File: src/rtl/id_ex_skid_stage_pkg.sv
// Shared pipeline-register definitions: default payload widths and the
// EMPTY/ONE/TWO occupancy encoding used by all skid-buffered stage registers
// (IF/ID, ID/EX, EX/MEM, MEM/WB).
package id_ex_skid_stage_pkg;

  // Default payload widths.
  localparam int unsigned CTRL_W_DEF      = 24;
  localparam int unsigned DATA_W_DEF      = 32;
  localparam int unsigned DEST_W_DEF      = 5;

  // instr, pa, pb, pc, rs_addr all share DATA_W.
  localparam int unsigned NUM_DATA_FIELDS = 5;

  // Occupancy state encoding; the value doubles as the entry count.
  localparam int unsigned STATE_W = 2;
  localparam logic [STATE_W-1:0] ST_EMPTY = 2'd0;
  localparam logic [STATE_W-1:0] ST_ONE   = 2'd1;
  localparam logic [STATE_W-1:0] ST_TWO   = 2'd2;

  // Width of the flattened stage payload.
  function automatic int unsigned payload_width(input int unsigned ctrl_w,
                                                input int unsigned data_w,
                                                input int unsigned dest_w);
    return ctrl_w + NUM_DATA_FIELDS * data_w + dest_w;
  endfunction

endpackage

File: src/rtl/pipe_skid_buf.sv
// Generic two-entry skid buffer: a main register that drives the output and
// one skid register that absorbs an entry while the consumer stalls.
// in_ready depends only on state and reset, never on out_ready.
//
// Ports:
//   clk, reset      clock, synchronous active-high reset
//   flush           discard held and incoming entries
//   in_valid/in_ready/in_data     upstream handshake and payload
//   out_valid/out_ready/out_data  downstream handshake and payload (main reg)
//   occupancy       number of held entries (0..2)
module pipe_skid_buf
  import id_ex_skid_stage_pkg::*;
#(
  parameter int unsigned WIDTH = 8
) (
  input  logic             clk,
  input  logic             reset,
  input  logic             flush,
  input  logic             in_valid,
  output logic             in_ready,
  input  logic [WIDTH-1:0] in_data,
  output logic             out_valid,
  input  logic             out_ready,
  output logic [WIDTH-1:0] out_data,
  output logic [1:0]       occupancy
);

  logic [STATE_W-1:0] state;
  logic [STATE_W-1:0] state_nx;
  logic [WIDTH-1:0]   main_q;
  logic [WIDTH-1:0]   main_nx;
  logic [WIDTH-1:0]   skid_q;
  logic [WIDTH-1:0]   skid_nx;
  logic               xfer_in;
  logic               xfer_out;

  // State and payload registers.
  always_ff @(posedge clk) begin
    if (reset) begin
      state  <= ST_EMPTY;
      main_q <= '0;
      skid_q <= '0;
    end else begin
      state  <= state_nx;
      main_q <= main_nx;
      skid_q <= skid_nx;
    end
  end

  // Handshake decode and next-state / next-payload selection.
  always_comb begin
    state_nx  = state;
    main_nx   = main_q;
    skid_nx   = skid_q;
    in_ready  = (state != ST_TWO) && !reset;
    out_valid = (state != ST_EMPTY);
    xfer_in   = in_valid && in_ready && !flush;
    xfer_out  = out_valid && out_ready;

    case (state)
      ST_EMPTY: begin
        if (xfer_in) begin
          state_nx = ST_ONE;
          main_nx  = in_data;
        end
      end
      ST_ONE: begin
        case ({xfer_in, xfer_out})
          2'b10: begin
            state_nx = ST_TWO;
            skid_nx  = in_data;
          end
          2'b01: state_nx = ST_EMPTY;
          2'b11: main_nx  = in_data;
          default: state_nx = ST_ONE;
        endcase
      end
      ST_TWO: begin
        if (xfer_out) begin
          state_nx = ST_ONE;
          main_nx  = skid_q;
        end
      end
      default: state_nx = ST_EMPTY;
    endcase

    // Squash wins over every transition; a same-cycle consume already happened.
    if (flush) begin
      state_nx = ST_EMPTY;
    end
  end

  assign out_data  = main_q;
  assign occupancy = state;

endmodule

File: src/rtl/id_ex_skid_stage.sv
// ID/EX pipeline register with skid buffering. Thin wrapper that flattens
// the ID payload into one vector for pipe_skid_buf and unpacks it for EX.
// out_ctrl is forced to zero for bubbles so no write/memory enable leaks.
//
// Ports:
//   clk, reset        clock, synchronous active-high reset
//   flush             branch/jump squash of held and incoming entries
//   in_valid/in_ready upstream (ID) handshake
//   in_*              ctrl, instr, pa, pb, pc, rs_addr, dest from ID
//   out_valid/out_ready downstream (EX) handshake
//   out_*             payload to EX
//   occupancy         held entries (0..2)
module id_ex_skid_stage
  import id_ex_skid_stage_pkg::*;
#(
  parameter int unsigned CTRL_W = CTRL_W_DEF,
  parameter int unsigned DATA_W = DATA_W_DEF,
  parameter int unsigned DEST_W = DEST_W_DEF
) (
  input  logic              clk,
  input  logic              reset,
  input  logic              flush,
  input  logic              in_valid,
  output logic              in_ready,
  input  logic [CTRL_W-1:0] in_ctrl,
  input  logic [DATA_W-1:0] in_instr,
  input  logic [DATA_W-1:0] in_pa,
  input  logic [DATA_W-1:0] in_pb,
  input  logic [DATA_W-1:0] in_pc,
  input  logic [DATA_W-1:0] in_rs_addr,
  input  logic [DEST_W-1:0] in_dest,
  output logic              out_valid,
  input  logic              out_ready,
  output logic [CTRL_W-1:0] out_ctrl,
  output logic [DATA_W-1:0] out_instr,
  output logic [DATA_W-1:0] out_pa,
  output logic [DATA_W-1:0] out_pb,
  output logic [DATA_W-1:0] out_pc,
  output logic [DATA_W-1:0] out_rs_addr,
  output logic [DEST_W-1:0] out_dest,
  output logic [1:0]        occupancy
);

  localparam int unsigned PAYLOAD_W = payload_width(CTRL_W, DATA_W, DEST_W);

  logic [PAYLOAD_W-1:0] in_data;
  logic [PAYLOAD_W-1:0] out_data;
  logic [CTRL_W-1:0]    main_ctrl;

  assign in_data = {in_ctrl, in_instr, in_pa, in_pb, in_pc, in_rs_addr, in_dest};

  pipe_skid_buf #(
    .WIDTH (PAYLOAD_W)
  ) u_buf (
    .clk       (clk),
    .reset     (reset),
    .flush     (flush),
    .in_valid  (in_valid),
    .in_ready  (in_ready),
    .in_data   (in_data),
    .out_valid (out_valid),
    .out_ready (out_ready),
    .out_data  (out_data),
    .occupancy (occupancy)
  );

  assign {main_ctrl, out_instr, out_pa, out_pb, out_pc, out_rs_addr, out_dest} = out_data;

  // Bubbles carry no enables; data fields keep the last main value.
  assign out_ctrl = out_valid ? main_ctrl : '0;

endmodule

File: config.mk
export PLATFORM = sky130hd
export DESIGN_NAME = id_ex_skid_stage
export DESIGN_NICKNAME = d
export VERILOG_FILES = /design/src/rtl/id_ex_skid_stage_pkg.sv /design/src/rtl/pipe_skid_buf.sv /design/src/rtl/id_ex_skid_stage.sv
export SDC_FILE = /design/constraint.sdc
export NUM_CORES = 1
export LEC_CHECK = 0
export CORE_ASPECT_RATIO = 0.75
export CORE_MARGIN = 2
export CORE_UTILIZATION = 51
export DETAILED_ROUTE_END_ITERATION = 8
export PLACE_DENSITY_LB_ADDON = 0.3
export SKIP_LAST_GASP = 1
export SLEW_MARGIN = 20
export SYNTH_ARGS = -nofsm -noshare
export SYNTH_HDL_FRONTEND = slang
export SYNTH_SLANG_ARGS = --single-unit
File: constraint.sdc
create_clock -name clk -period 3.3 [get_ports clk]
set_clock_uncertainty 0.2 [all_clocks]
set_input_delay 0.33 -clock clk [delete_from_list [all_inputs] [get_ports clk]]
set_output_delay 0.33 -clock clk [all_outputs]
set_load 0.01 [all_outputs]
After elaboration in Yosys (flattened, before gate mapping)
Index checks and enable logic that the tools add are counted.

cells by class
  equality and inequality tests = 10
  muxes and demuxes = 9
  reductions and logical operators = 13

operators with widths
  cell                  count
  $mux W189             3
  $pmux W189 S3         1
  $mux W24              1
  $pmux W2 S3           2
  $eq A2 B2 Y1 const B  3
  $ne A2 B2 Y1 const B  3
  $eq A2 B1 Y1 const B  2
  $logic_and A1 B1 Y1   4
  $mux W2               2
  $ne A2 B1 Y1 const B  2
  $reduce_and A4 Y1     1
  $reduce_and A3 Y1     1
  $reduce_bool A3 Y1    1
  $logic_not A1 Y1      2
  $logic_not A2 Y1      1
  $reduce_and A2 Y1     1
  $reduce_bool A2 Y1    1
  $reduce_or A2 Y1      1

storage, ports and cells
  register bits after elaboration = 380
  output and inout bits = 193
  word-level logic and storage cells = 35

Depth between registers and ports, before layout
Gate-level depths: netlist (run 1).

  word-level depth = 7
  gate-level depth with buffers = 13
  depth with buffers taken out = 8

Modules after synthesis
A second synthesis (run 1) with hierarchy kept.

unflattened totals
  cells, all modules = 1918
  area, all modules = 14754.2 um2

modules (own cells, without submodules)
  module            instances  cells an instance  area an instance (um2)
  pipe_skid_buf     1          1892               14559.0
  id_ex_skid_stage  1          26                 195.2

Least setup slack after synthesis (run 1)
OpenSTA, ideal clock, no wires.

  path kind = reg2reg
  start point = register u_buf.state[0] (netlist: u_buf.occupancy[0])
  end point = register u_buf.skid_q[146]
  library setup time = 70 ps
  data arrival time = 2708 ps
  required time = 3030 ps
  setup slack = 322 ps
  cell stages (with the launch flop) = 13
  buffers on the path = 5
  clock period less this slack = 2978 ps
  cells stage by stage = dfxtp_1 nand2b_1 buf_2 buf_4 clkbuf_1 and3_1 ha_1 nand2_1 nor2_1 clkbuf_1 buf_1 nand2_1 a21oi_1

on the way
  word-level cells in the longest chain between the ends = 6
  elaborated cells on any way between the ends = 9
  classes of those cells = eq/ne (3); reduce/logical (6)

ends and longest elaborated chain
  what                                    line                 source
  start: declaration                      pipe_skid_buf.sv:28  logic [STATE_W-1:0] state;
  start signal: assignment                pipe_skid_buf.sv:44  state <= state_nx;
  $ne A2 B2 Y1                            pipe_skid_buf.sv:55  in_ready = (state != ST_TWO) && !reset;
  $logic_and A1 B1 Y1                     pipe_skid_buf.sv:55
  $logic_and A1 B1 Y1 (2 in series)       pipe_skid_buf.sv:57  xfer_in = in_valid && in_ready && !flush;
  $eq A2 B2 Y1                            pipe_skid_buf.sv:68  case ({xfer_in, xfer_out})
  $reduce_and A2 Y1 (no source line) (*)  -
  end signal: assignment                  pipe_skid_buf.sv:46  skid_q <= skid_nx;
  end: declaration                        pipe_skid_buf.sv:32  logic [WIDTH-1:0] skid_q;

Every way passes the cells marked *; elsewhere a longest branch is shown, timed or not.
A chain may end at the register's enable or synchronous reset.

Final worst setup path (run 1)
  start point = input reset
  end point = output in_ready

on the way
  word-level cells in the longest chain between the ends = 2

ends and longest elaborated chain
  what                 line                    source
  start: declaration   id_ex_skid_stage.sv:21  input logic reset,
  $logic_not A1 Y1     pipe_skid_buf.sv:55
  $logic_and A1 B1 Y1  pipe_skid_buf.sv:55
  end: declaration     id_ex_skid_stage.sv:24  output logic in_ready,

No other way between the ends.

==> results of run 1 <==
worst max-delay path, cell delays in order:
cell	delay [ns]
sky130_fd_sc_hd__dlygate4sd3_1	0.57
sky130_fd_sc_hd__buf_8	0.11
sky130_fd_sc_hd__buf_4	0.85
sky130_fd_sc_hd__nor2b_1	0.11
sky130_fd_sc_hd__clkdlybuf4s50_1	0.53
per-layer routing:
layer / vias to the layer above / global-route usage (%) / routed length, um / part of all wire (%)
met2: 323 / 38.1 / 19700 / 47
met5: - / 0 / 0 / 0
met4: 0 / 6.82 / 908 / 2.1
met3: 65 / 5.39 / 2550 / 6.0
met1: 6201 / 31.0 / 19100 / 45
li1: 6459 / - / - / -
cell usage in the layout, fill, tap and decap left out, types with 2 or more instances in the layout:
master	synthesis	routed
sky130_fd_sc_hd__a211oi_1	60	60
sky130_fd_sc_hd__a211oi_2	129	129
sky130_fd_sc_hd__bufinv_16	0	3
sky130_fd_sc_hd__nor2b_1	27	27
sky130_fd_sc_hd__clkbuf_1	101	6
sky130_fd_sc_hd__a21oi_1	191	191
sky130_fd_sc_hd__clkdlybuf4s50_1	0	385
sky130_fd_sc_hd__inv_1	2	2
sky130_fd_sc_hd__buf_12	0	18
sky130_fd_sc_hd__buf_4	180	17
sky130_fd_sc_hd__clkinv_2	0	3
sky130_fd_sc_hd__clkbuf_16	0	39
sky130_fd_sc_hd__mux2i_1	189	189
sky130_fd_sc_hd__nand2_1	380	380
sky130_fd_sc_hd__dfxtp_1	380	380
sky130_fd_sc_hd__diode_2	0	4
sky130_fd_sc_hd__ha_1	2	2
sky130_fd_sc_hd__clkbuf_8	0	14
sky130_fd_sc_hd__nor2_1	192	191
worst paths after layout:
path,start,end,slack [ns],cells past startpoint
hold reg to reg,u_buf.skid_q[139],u_buf.skid_q[139],0.25,2
hold / removal,in_pa[23],u_buf.skid_q[124],0.18,3
setup / recovery,reset,in_ready,0.26,5
setup reg to reg,u_buf.occupancy[1],u_buf.out_data[126],0.61,9
per-stage QoR:
step	worst slack (ns)	hold WS [ns]	std cells
2_1_floorplan	0.322	0.236	1875
3_3_place_gp	0.506	0.240	2424
3_5_place_dp	0.402	0.246	2424
4_1_cts	0.258	0.151	2492
5_1_grt	0.152	0.171	2494
6_report	0.256	0.181	2496
cell families after synthesis:
family,count (synthesis)
DFF,380
adders and majority gates,2
muxes,189
buffers and inverters,316
AOI/OAI and AO/OA,383
and+or+nand+nor,605
repair_timing:
| item | in CTS | in global routing |
|---|---|---|
| resized for setup | 0 | 0 |
| endpoints found under the hold margin | 2 | 0 |
| hold buffers | 1 | 0 |
layout make-up:
class | instances | share of cell area [%]
sequential | 380 | 35.9
multi-input combinational | 1179 | 34.6
timing repair buffer | 422 | 20.6
clock buffer | 59 | 5.62
tap | 442 | 2.61
clock inverter | 8 | 0.614
antenna | 4 | 0.0472
inverter | 2 | 0.0354
power breakdown:
part	internal (mW)	leakage (nW)	total, mW	switching (mW)
Sequential	4.76	3.09	4.86	0.0972
Combinational	0.688	4.61	1.30	0.609
Clock	2.72	0.654	4.50	1.78
sequential cells by signal, indices dropped and copies added (netlist names):
register,flops
u_buf.skid_q,189
u_buf.out_data,189
u_buf.occupancy,2
==> out/results.txt, run 1 <==
In the routed layout, each cell is associated on average with a via count of 5.23. The filler cells instantiated in the layout total 2,618. The maximum fanout encountered on the critical timing path came out at 89. Summed over all instances, the cell type with the most area after synthesis is sky130_fd_sc_hd__dfxtp_1. The number of antenna-violating nets in the routed design was 0; the multiplexer fraction of the synthesized cell area was 11.2%. The number of sinks handled by clock tree synthesis is 380, and the I/O pin count is 387. The run gives 0 as the number of violations of the max-capacitance limit.

The synthesized netlist devotes 0.148% of its cell area to adder and majority cells. The die is 162 um tall. By area the synthesized netlist is led by sky130_fd_sc_hd__dfxtp_1 45%, sky130_fd_sc_hd__mux2i_1 11%, sky130_fd_sc_hd__a211oi_2 9.5%. For the global placement routability congestion, the log shows 0.851. Once the floorplan was initialized, standard cells occupied 52.0% of the core. The clock passes through at most 3 buffers.

Counting instances in the post-synthesis netlist gives the leading cell types as 380 x sky130_fd_sc_hd__dfxtp_1, 380 x sky130_fd_sc_hd__nand2_1, 192 x sky130_fd_sc_hd__nor2_1. In this run the power density over the cells is 502 nW/um^2. The number of unique standard cell types used by synthesis was 24; the number of nets in the synthesized netlist was 2,071.

Based on the critical path, the design can be clocked at up to 0.329 GHz. The first global-routing pass estimated 66.4 mm of wire. For the number of remaining DRC errors, the log shows 0. Required time of the critical path: 2.77 ns. The commonest register cell after synthesis is sky130_fd_sc_hd__dfxtp_1. The number of setup buffers added after CTS is 0. The tools report the number of antenna violations at the first check in global routing as 3. The half-perimeter wire length after detailed placement is 28.0 mm, and the quantity of I/O buffers inserted on ports is 386. After layout, the minimum clock period comes to 3.04 ns. The arrival time at the worst endpoint was 2.51 ns; the horizontal die dimension was 214 um. The synthesized netlist devotes 18.0% of its cell area to compound gates. Buffers inserted during clock tree synthesis total 38. The tools report the utilization after layout as 65.2%. Entering global routing, the biggest net connects 154 pins. The placed instances occupy a cell area of 19,900 um^2.

Setup violations remaining at the end of the flow were counted as 0. The floorplan step defined a die boundary enclosing 34,700 um^2. The cell count after synthesis came out at 1,875. Slew of the pin with the lowest slew margin: 1.14 ns.

The count of standard-cell rows is 57, and the fraction of layout cells with a size suffix above 1 is 11.2%. The pre-antenna-repair detailed-routing pass consisted of 5 iterations. Summing internal, switching and leakage power gives 10.7 mW. Post-CTS clock slew at the launch and capture registers of the worst setup and hold paths: 0.07 ns. The final cell area excluding filler cells was 21,200 um^2; the mean post-synth cell area was 9.02 um^2.

For the worst slew margin relative to its limit, the log shows 24.0%. The run finished with clean final reports. In the global route stage, overall resource usage came out at 23.3%.

After Yosys synthesis, and, or, nand and nor cells account for 13.9% of the synthesized area. The area used by multi-input combinational logic was 7340 um^2; the maximum vdd drop was 384 uV. The tree is rooted in a sky130_fd_sc_hd__clkbuf_16. Total global routing overflow: 0. The number of levels in the clock H-tree was 2. The fraction of synthesis flops using an asynchronous set or reset pin works out to 0%.

Setup repair after global routing left no endpoint under its margin. The tools report the final setup TNS as 0 ns. The mapped netlist covers 16,900 um^2. In the final design database the tool counted 2,219 nets. At the later pin of the worst-skew pair, clock insertion delay measures 0.52 ns. Top cell type's share of synthesized area: 45.0%. The final route contains 13,000 vias. The worst hold path belongs to the class input port to flop. The element type at the critical path start was an input port. Number of max-slew violations in the final report: 0. The number of flops mapped to enable cells by yosys was 0; the iteration-0 DRC count of the detailed router was 789. The xor and xnor area share after synthesis is 0%. Compared with the post-synthesis result, the final layout area differs by 25.4%. The Yosys step of the flow raised 0 warnings.

In this run, synthesis produced a sequential element count of 380. The area of the placeable core is 32,500 um^2. STA classifies the critical path endpoint as a primary output. The ratio of final minimum period to clock period works out to 92.2%. The number of failing hold endpoints at the final stage is 0.

TritonCTS built the clock tree. The part of the Yosys area used for sequential elements came out at 45.0%. For this design the static power due to leakage is 8.35 nW.

Registers take 7610 um^2. The per-cell routed wire length works out to 16.9 um. The category of the critical setup timing path was input port to primary output. By area, the combinational part of the netlist is dominated by compound AO/OA/AOI/OAI gates. The via count of the first global-routing pass came out at 12,600. After detailed routing, the total wire length is 42.2 mm.
No activity file was read; power rests on OpenSTA's default activity.
==> inputs of run 2 (changes only) <==
PLACE_DENSITY = 0.81   (was unset)
PLACE_DENSITY_LB_ADDON = unset   (was 0.3)
TNS_END_PERCENT = 5   (was unset)
==> run 2 against run 1 <==
  * Critical path depth down 1
  * Cell area is 0.70% lower
  * Sequential share of layout area up 0.25 points
  * Critical path type is now flop to primary output
  * Largest power group unchanged
==> out/results.txt, run 2 (synthesized netlist as in run 1, its figures left out) <==
The flow ran to the end, and the final reports show no timing, DRC or antenna violations. The count of standard-cell rows was 57 (unchanged). The largest individual stage delay along the critical path comes from the cell sky130_fd_sc_hd__clkdlybuf4s50_1. The maximum fanout encountered on the critical timing path was 37 (-58%).

Final-layout fill cell count: 2,576 (-1.6%). TritonCTS built the clock tree. The I/O pin count is 387 (unchanged), and the worst-skew pair later-pin latency is 0.53 ns (about the same). The run gives 38 (unchanged) as the TritonCTS buffer count. The per-cell routed wire length was 17.4 um (+2.7%); the number of max-slew violations in the final report was 0 (unchanged). The required time of the critical path was 2.77 ns (about the same).

In the layout the commonest cells are 385 x sky130_fd_sc_hd__clkdlybuf4s50_1, 380 x sky130_fd_sc_hd__nand2_1, 380 x sky130_fd_sc_hd__dfxtp_1, 191 x sky130_fd_sc_hd__a21oi_1, 190 x sky130_fd_sc_hd__nor2_1. The global-route wire length before repair came out at 68.7 mm (+3.4%). The critical path goes through nand2b_4 > buf_6 > nor2b_1 > clkdlybuf4s50_1. The tools report the clock root buffer as sky130_fd_sc_hd__clkbuf_16.

The run gives 0 (unchanged) as the number of remaining DRC errors. Detailed-routed wire length on met3: 3.38 mm (+33%). In this run the critical register-to-register path is launched from u_buf.occupancy[0].

The slew of the pin with the lowest slew margin was 0.995 ns (-0.145 ns); the number of vias in the routed layout was 13,200 (+1.3%). The routed via count divided by cell count was 5.32 (+1.8%); the number of levels in the clock H-tree was 2 (unchanged). Setup repair after global routing left no endpoint under its margin.

The category of the critical setup timing path was flop to primary output. The number of sinks handled by clock tree synthesis was 380 (unchanged); the count of cells along the worst hold path was 3 (unchanged). The highest cell delay on the worst timing path works out to 0.58 ns (-0.27 ns). The horizontal die dimension is 214 um (unchanged), and the maximum clock frequency is 0.328 GHz (about the same).

Capture endpoint of the worst hold path: u_buf.skid_q[42]. Signal routing reaches up to met5. For the area of the placeable core, the log shows 32,500 um^2 (unchanged). The iteration-0 DRC count of the detailed router is 892 (+13%). The quantity of I/O buffers inserted on ports is 386 (unchanged), and the post-route total power is 10.4 mW (-2.0%). The via count of the first global-routing pass was 13,000 (+3.2%); the initial standard-cell utilization of the core was 52.0% (unchanged).

The worst hold path begins at in_pc[5]. The fraction of layout cells with a size suffix above 1 was 10.7% (-0.49 points); the number of violations of the max-capacitance limit was 0 (unchanged). The final setup TNS came out at 0 ns (unchanged). The number of failing hold endpoints at the final stage is 0 (unchanged), and the synthesis-to-finish area growth is 24.5%. The tools report the overall die area as 34,700 um^2 (unchanged). Areal power density over the cells: 496 nW/um^2 (-1.3%). The number of antenna-violating nets in the routed design was 0 (unchanged); the detailed-route wire length on metal 1 was 18.5 mm (-3.0%). The first-pass iteration count of the detailed router came out at 7 (+2). The utilization after layout was 64.7% (-0.46 points); the ratio of final minimum period to clock period was 92.3% (about the same). The arrival time at the worst endpoint was 2.52 ns (about the same); the worst slew margin relative to its limit was 33.7% (+9.7 points). STA classifies the critical path endpoint as a primary output. The number of nets in the finished design is 2,212 (-0.32%), and the clock tree buffer depth is 3 (unchanged).

The global placement routability congestion was 0.820 (-3.6%); the total global routing overflow was 0 (unchanged). The y dimension of the die was 162 um (unchanged); the number of antenna violations at the first check in global routing was 2 (-1). Number of cells on the worst reg-to-reg path: 9 (unchanged). Final critical path time including I/O delays and setup: 3.05 ns (+0.00132 ns).

The tools report the minimum setup slack among reg-to-reg paths as 0.55 ns (-0.06 ns). The endpoint identified for the worst register-to-register timing path is u_buf.out_data[86]. The total setup violations reported at the end of the flow is 0 (unchanged), and the half-perimeter wire length after detailed placement is 28.5 mm (+1.9%). The worst slack on hold paths is 0.172 ns (-0.00923 ns), and the sum of routed wire length over all layers is 43.2 mm (+2.3%). Class of the most critical hold timing path: input port to flop. For the all-layer global routing usage, the log shows 24.1% (+0.83 points). The maximum number of pins on one net before global-route repair came out at 172 (+12%). The run gives 20.3 mm (+3.2%) as the met2 wire length. Leaving out fill and tap cells, the most frequent cell in the layout is sky130_fd_sc_hd__clkdlybuf4s50_1. The tools report the maximum vdd drop as 499 uV (+30%). Post-CTS repair timing setup buffer count: 0 (unchanged). Post-CTS clock slew at the launch and capture registers of the worst setup and hold paths: 0.06 ns (about the same). The cell leakage power came out at 8.27 nW (-0.91%). The worst setup path is launched from a flop.
## run 2: area by class of cell
class | instances | area [um^2] | area share (%)
Inverter | 2 | 7.51 | 0.0357
Clock buffer | 61 | 1210 | 5.75
Tap cell | 442 | 553 | 2.63
Timing Repair Buffer | 415 | 4310 | 20.5
Multi-Input combinational cell | 1179 | 7340 | 34.9
Antenna cell | 1 | 2.50 | 0.0119
Sequential cell | 380 | 7610 | 36.1
Clock inverter | 4 | 27.5 | 0.131
## run 2: repair_timing
item	CTS	global route
setup endpoints to repair	0	1
gates resized for setup	0	1
hold buffers	1	0
endpoints found under the hold margin	14	0
## run 2: worst max-delay path, delay by kind of cell, from the launching register on
family | cells | cell delay, ns
buffers and inverters | 2 | 0.99
and+or+nand+nor | 2 | 0.51
DFF | 1 | 0.47
## run 2: layer usage
metal	up-vias	track usage [%]
li1	6447	-
met1	6321	30.7
met2	372	40.2
met3	71	7.17
met4	2	6.60
met5	-	0
## run 2: metrics by stage
step	setup WS (ns)	cells	instance area, um^2
after floorplan	0.322	1875	16900
after global placement	0.522	2417	19800
after detailed placement	0.373	2417	19800
after CTS	0.0414	2483	21000
after global routing	0.142	2483	21100
final	0.255	2484	21100
## run 2: how the worst max path moves through the flow
stage / startpoint / end / cells past startpoint
final: u_buf.occupancy[0] / in_ready / 4
after global routing: u_buf.occupancy[0] / in_ready / 4
after CTS: u_buf.occupancy[0] / in_ready / 4
after detailed placement: flush / u_buf.out_data[75] / 10
after global placement: in_valid / u_buf.out_data[71] / 7
after floorplan: u_buf.occupancy[0] / u_buf.skid_q[146] / 12
## run 2: where the power goes
group	leakage, nW	internal, mW	switching, mW
clock	0.611	2.51	1.78
sequential	3.09	4.76	0.0947
combinational	4.57	0.685	0.614
==> inputs of run 3 (changes only) <==
CTS_CLUSTER_SIZE = 40   (was unset)
MAX_ROUTING_LAYER = met4   (was unset)
TNS_END_PERCENT = 1   (was 5)
==> run 3 against run 2 <==
  * Sequential cell count did not move
  * Global-route usage grew 0.72 points
  * Worst hold slack improved by 0.0034 ns
  * Routed wire length grew 0.43%
  * Utilization hardly changed
  * Critical path depth unchanged
  * Non-clock buffer count unchanged
  * Clock-buffer cell count did not move
  * Cell area barely moved
  * Critical endpoint unchanged
  * Highest routed layer is now met4
==> out/results.txt, run 3 (synthesized netlist as in run 1, its figures left out) <==
The post-CTS repair timing setup buffer count is 0 (unchanged), and the arrival time at the worst endpoint is 2.51 ns (about the same). The total setup violations reported at the end of the flow is 0 (unchanged). The highest cell delay on the worst timing path was 0.58 ns (about the same); the maximum number of pins on one net before global-route repair was 172 (unchanged). The element type at the critical path start was a flop.

Maximum fanout encountered on the critical timing path: 37 (unchanged). For the maximum clock frequency, the log shows 0.329 GHz (+0.20%). The number of violations of the max-capacitance limit was 0 (unchanged); the per-cell routed wire length was 17.5 um (+0.39%). The number of antenna-violating nets in the routed design is 0 (unchanged), and the number of failing hold endpoints at the final stage is 0 (unchanged). The routed via count divided by cell count came out at 5.33 (+0.13%). For the cell leakage power, the log shows 8.27 nW (unchanged). The signal on the critical path passes through nand2b_4 > buf_6 > nor2b_1 > clkdlybuf4s50_1. The tools report the number of sinks handled by clock tree synthesis as 380 (unchanged). The run finished with clean final reports. The worst slack on hold paths was 0.176 ns (+0.00336 ns); the areal power density over the cells was 496 nW/um^2 (about the same). Leaving out fill and tap cells, the most frequent cells in the layout are 385 x sky130_fd_sc_hd__clkdlybuf4s50_1, 380 x sky130_fd_sc_hd__nand2_1, 380 x sky130_fd_sc_hd__dfxtp_1, 191 x sky130_fd_sc_hd__a21oi_1, 190 x sky130_fd_sc_hd__nor2_1. The first-pass iteration count of the detailed router is 5 (-2).

The total global routing overflow came out at 0 (unchanged). The family with the most delay on the worst path was buffers and inverters. The worst setup path is of the flop to primary output kind. The clock root buffer is sky130_fd_sc_hd__clkbuf_16. The quantity of I/O buffers inserted on ports was 386 (unchanged).

The tools report the via count of the first global-routing pass as 13,000 (+0.20%). Setup repair after global routing left no endpoint under its margin. The y dimension of the die was 162 um (unchanged); the worst-skew pair later-pin latency was 0.53 ns (about the same). The fraction of layout cells with a size suffix above 1 works out to 10.7% (unchanged).

Number of remaining DRC errors: 0 (unchanged). The number of vias in the routed layout was 13,200 (+0.17%); the synthesis-to-finish area growth was 24.5% (about the same). The run gives 2 (unchanged) as the number of antenna violations at the first check in global routing.

The run gives 32,500 um^2 (unchanged) as the area of the placeable core. The all-layer global routing usage is 24.9% (+0.72 points), and the post-CTS clock slew at the launch and capture registers of the worst setup and hold paths is 0.06 ns (about the same). The number of levels in the clock H-tree was 2 (unchanged). The TritonCTS buffer count came out at 38 (unchanged).

The run gives 28.5 mm (unchanged) as the half-perimeter wire length after detailed placement. For the final cell area excluding filler cells, the log shows 21,100 um^2 (about the same). The tightest min-delay check is of the input port to flop type. The worst setup path is captured at a primary output. The ratio of final minimum period to clock period works out to 92.1% (-0.19 points). The buffering stage count on the worst path with inverters included was 2 (unchanged); the I/O pin count was 387 (unchanged). Commonest non-fill, non-tap cell in the layout: sky130_fd_sc_hd__clkdlybuf4s50_1. The tools report the iteration-0 DRC count of the detailed router as 943 (+5.7%). The cell type of the slowest stage on the worst timing path was sky130_fd_sc_hd__clkdlybuf4s50_1. Final setup TNS: 0 ns (unchanged). The initial standard-cell utilization of the core was 52.0% (unchanged).

For the sum of routed wire length over all layers, the log shows 43.4 mm (+0.43%). The cell area after placement came out at 19,800 um^2 (unchanged). The global-route wire length before repair is 68.6 mm (-0.18%), and the count of standard-cell rows is 57 (unchanged).

The tools report the number of max-slew violations in the final report as 0 (unchanged). The number of nets in the finished design was 2,212 (unchanged); the maximum vdd drop was 496 uV (-0.48%). The horizontal die dimension came out at 214 um (unchanged).

TritonCTS built the clock tree. The required time of the critical path was 2.77 ns (about the same); the global placement routability congestion was 0.832 (+1.5%). The slew of the pin with the lowest slew margin was 0.993 ns (-0.00169 ns); the final critical path time including I/O delays and setup was 3.04 ns (-0.00611 ns). The run gives 34,700 um^2 (unchanged) as the overall die area.

The logs give 33.8% (+0.11 points) for the worst slew margin relative to its limit and 3 (unchanged) for the clock tree buffer depth.
run 3: cell count changes in the layout (fill, tap and decap cells not counted):
cell / before / now
sky130_fd_sc_hd__diode_2: 1 / 2
run 3: cell type report:
cell class / count / area [um^2]
inverters: 2 / 7.51
well taps: 442 / 553
repair buffers: 415 / 4310
clock inverters: 4 / 27.5
multi-input cells: 1179 / 7340
flip-flops and latches: 380 / 7610
diodes: 2 / 5.00
clock buffers: 61 / 1210
fillers: 2577 / 11500
run 3: per-stage QoR:
stage | setup WS, ns | utilization (%) | std cells | total power, mW
floorplan | 0.322 | - | 1875 | 5.76
global placement | 0.522 | 60.9 | 2417 | 6.21
detailed placement | 0.373 | 60.9 | 2417 | 6.25
CTS | 0.0414 | 64.7 | 2483 | 10.5
global route | 0.141 | 64.7 | 2485 | 10.8
finish | 0.261 | 64.7 | 2485 | 10.4
run 3: per-layer routing:
metal	vias up	part of all wire, %	wire length (um)	track usage, %
li1	6445	-	-	-
met1	6346	43	18800	30.9
met2	376	47	20500	40.1
met3	69	7.2	3130	6.78
met4	0	2.2	958	6.76
met5	-	0	0	-
run 3: final timing paths:
| check | from | end | slack (ns) | cells past startpoint |
|---|---|---|---|---|
| max | u_buf.occupancy[0] | in_ready | 0.26 | 4 |
| max reg2reg | u_buf.occupancy[0] | u_buf.out_data[86] | 0.56 | 9 |
| min | in_pc[5] | u_buf.skid_q[42] | 0.18 | 3 |
| min reg2reg | u_buf.skid_q[140] | u_buf.skid_q[140] | 0.25 | 2 |
run 3: power by group:
| group | switching [mW] | internal [mW] | total [mW] |
|---|---|---|---|
| registers | 0.0947 | 4.76 | 4.86 |
| clock network | 1.78 | 2.51 | 4.29 |
| logic | 0.616 | 0.685 | 1.30 |
run 3: timing repair:
action / CTS / global route
gates resized for setup: 0 / 1
hold endpoints to repair: 14 / 0
endpoints found under the setup margin: 0 / 1
hold buffers: 1 / 0
run 3: tightest hold or removal path, stage by stage:
cell,delay (ns)
sky130_fd_sc_hd__clkdlybuf4s50_1,0.42
sky130_fd_sc_hd__nand2_1,0.06
sky130_fd_sc_hd__a21oi_1,0.05
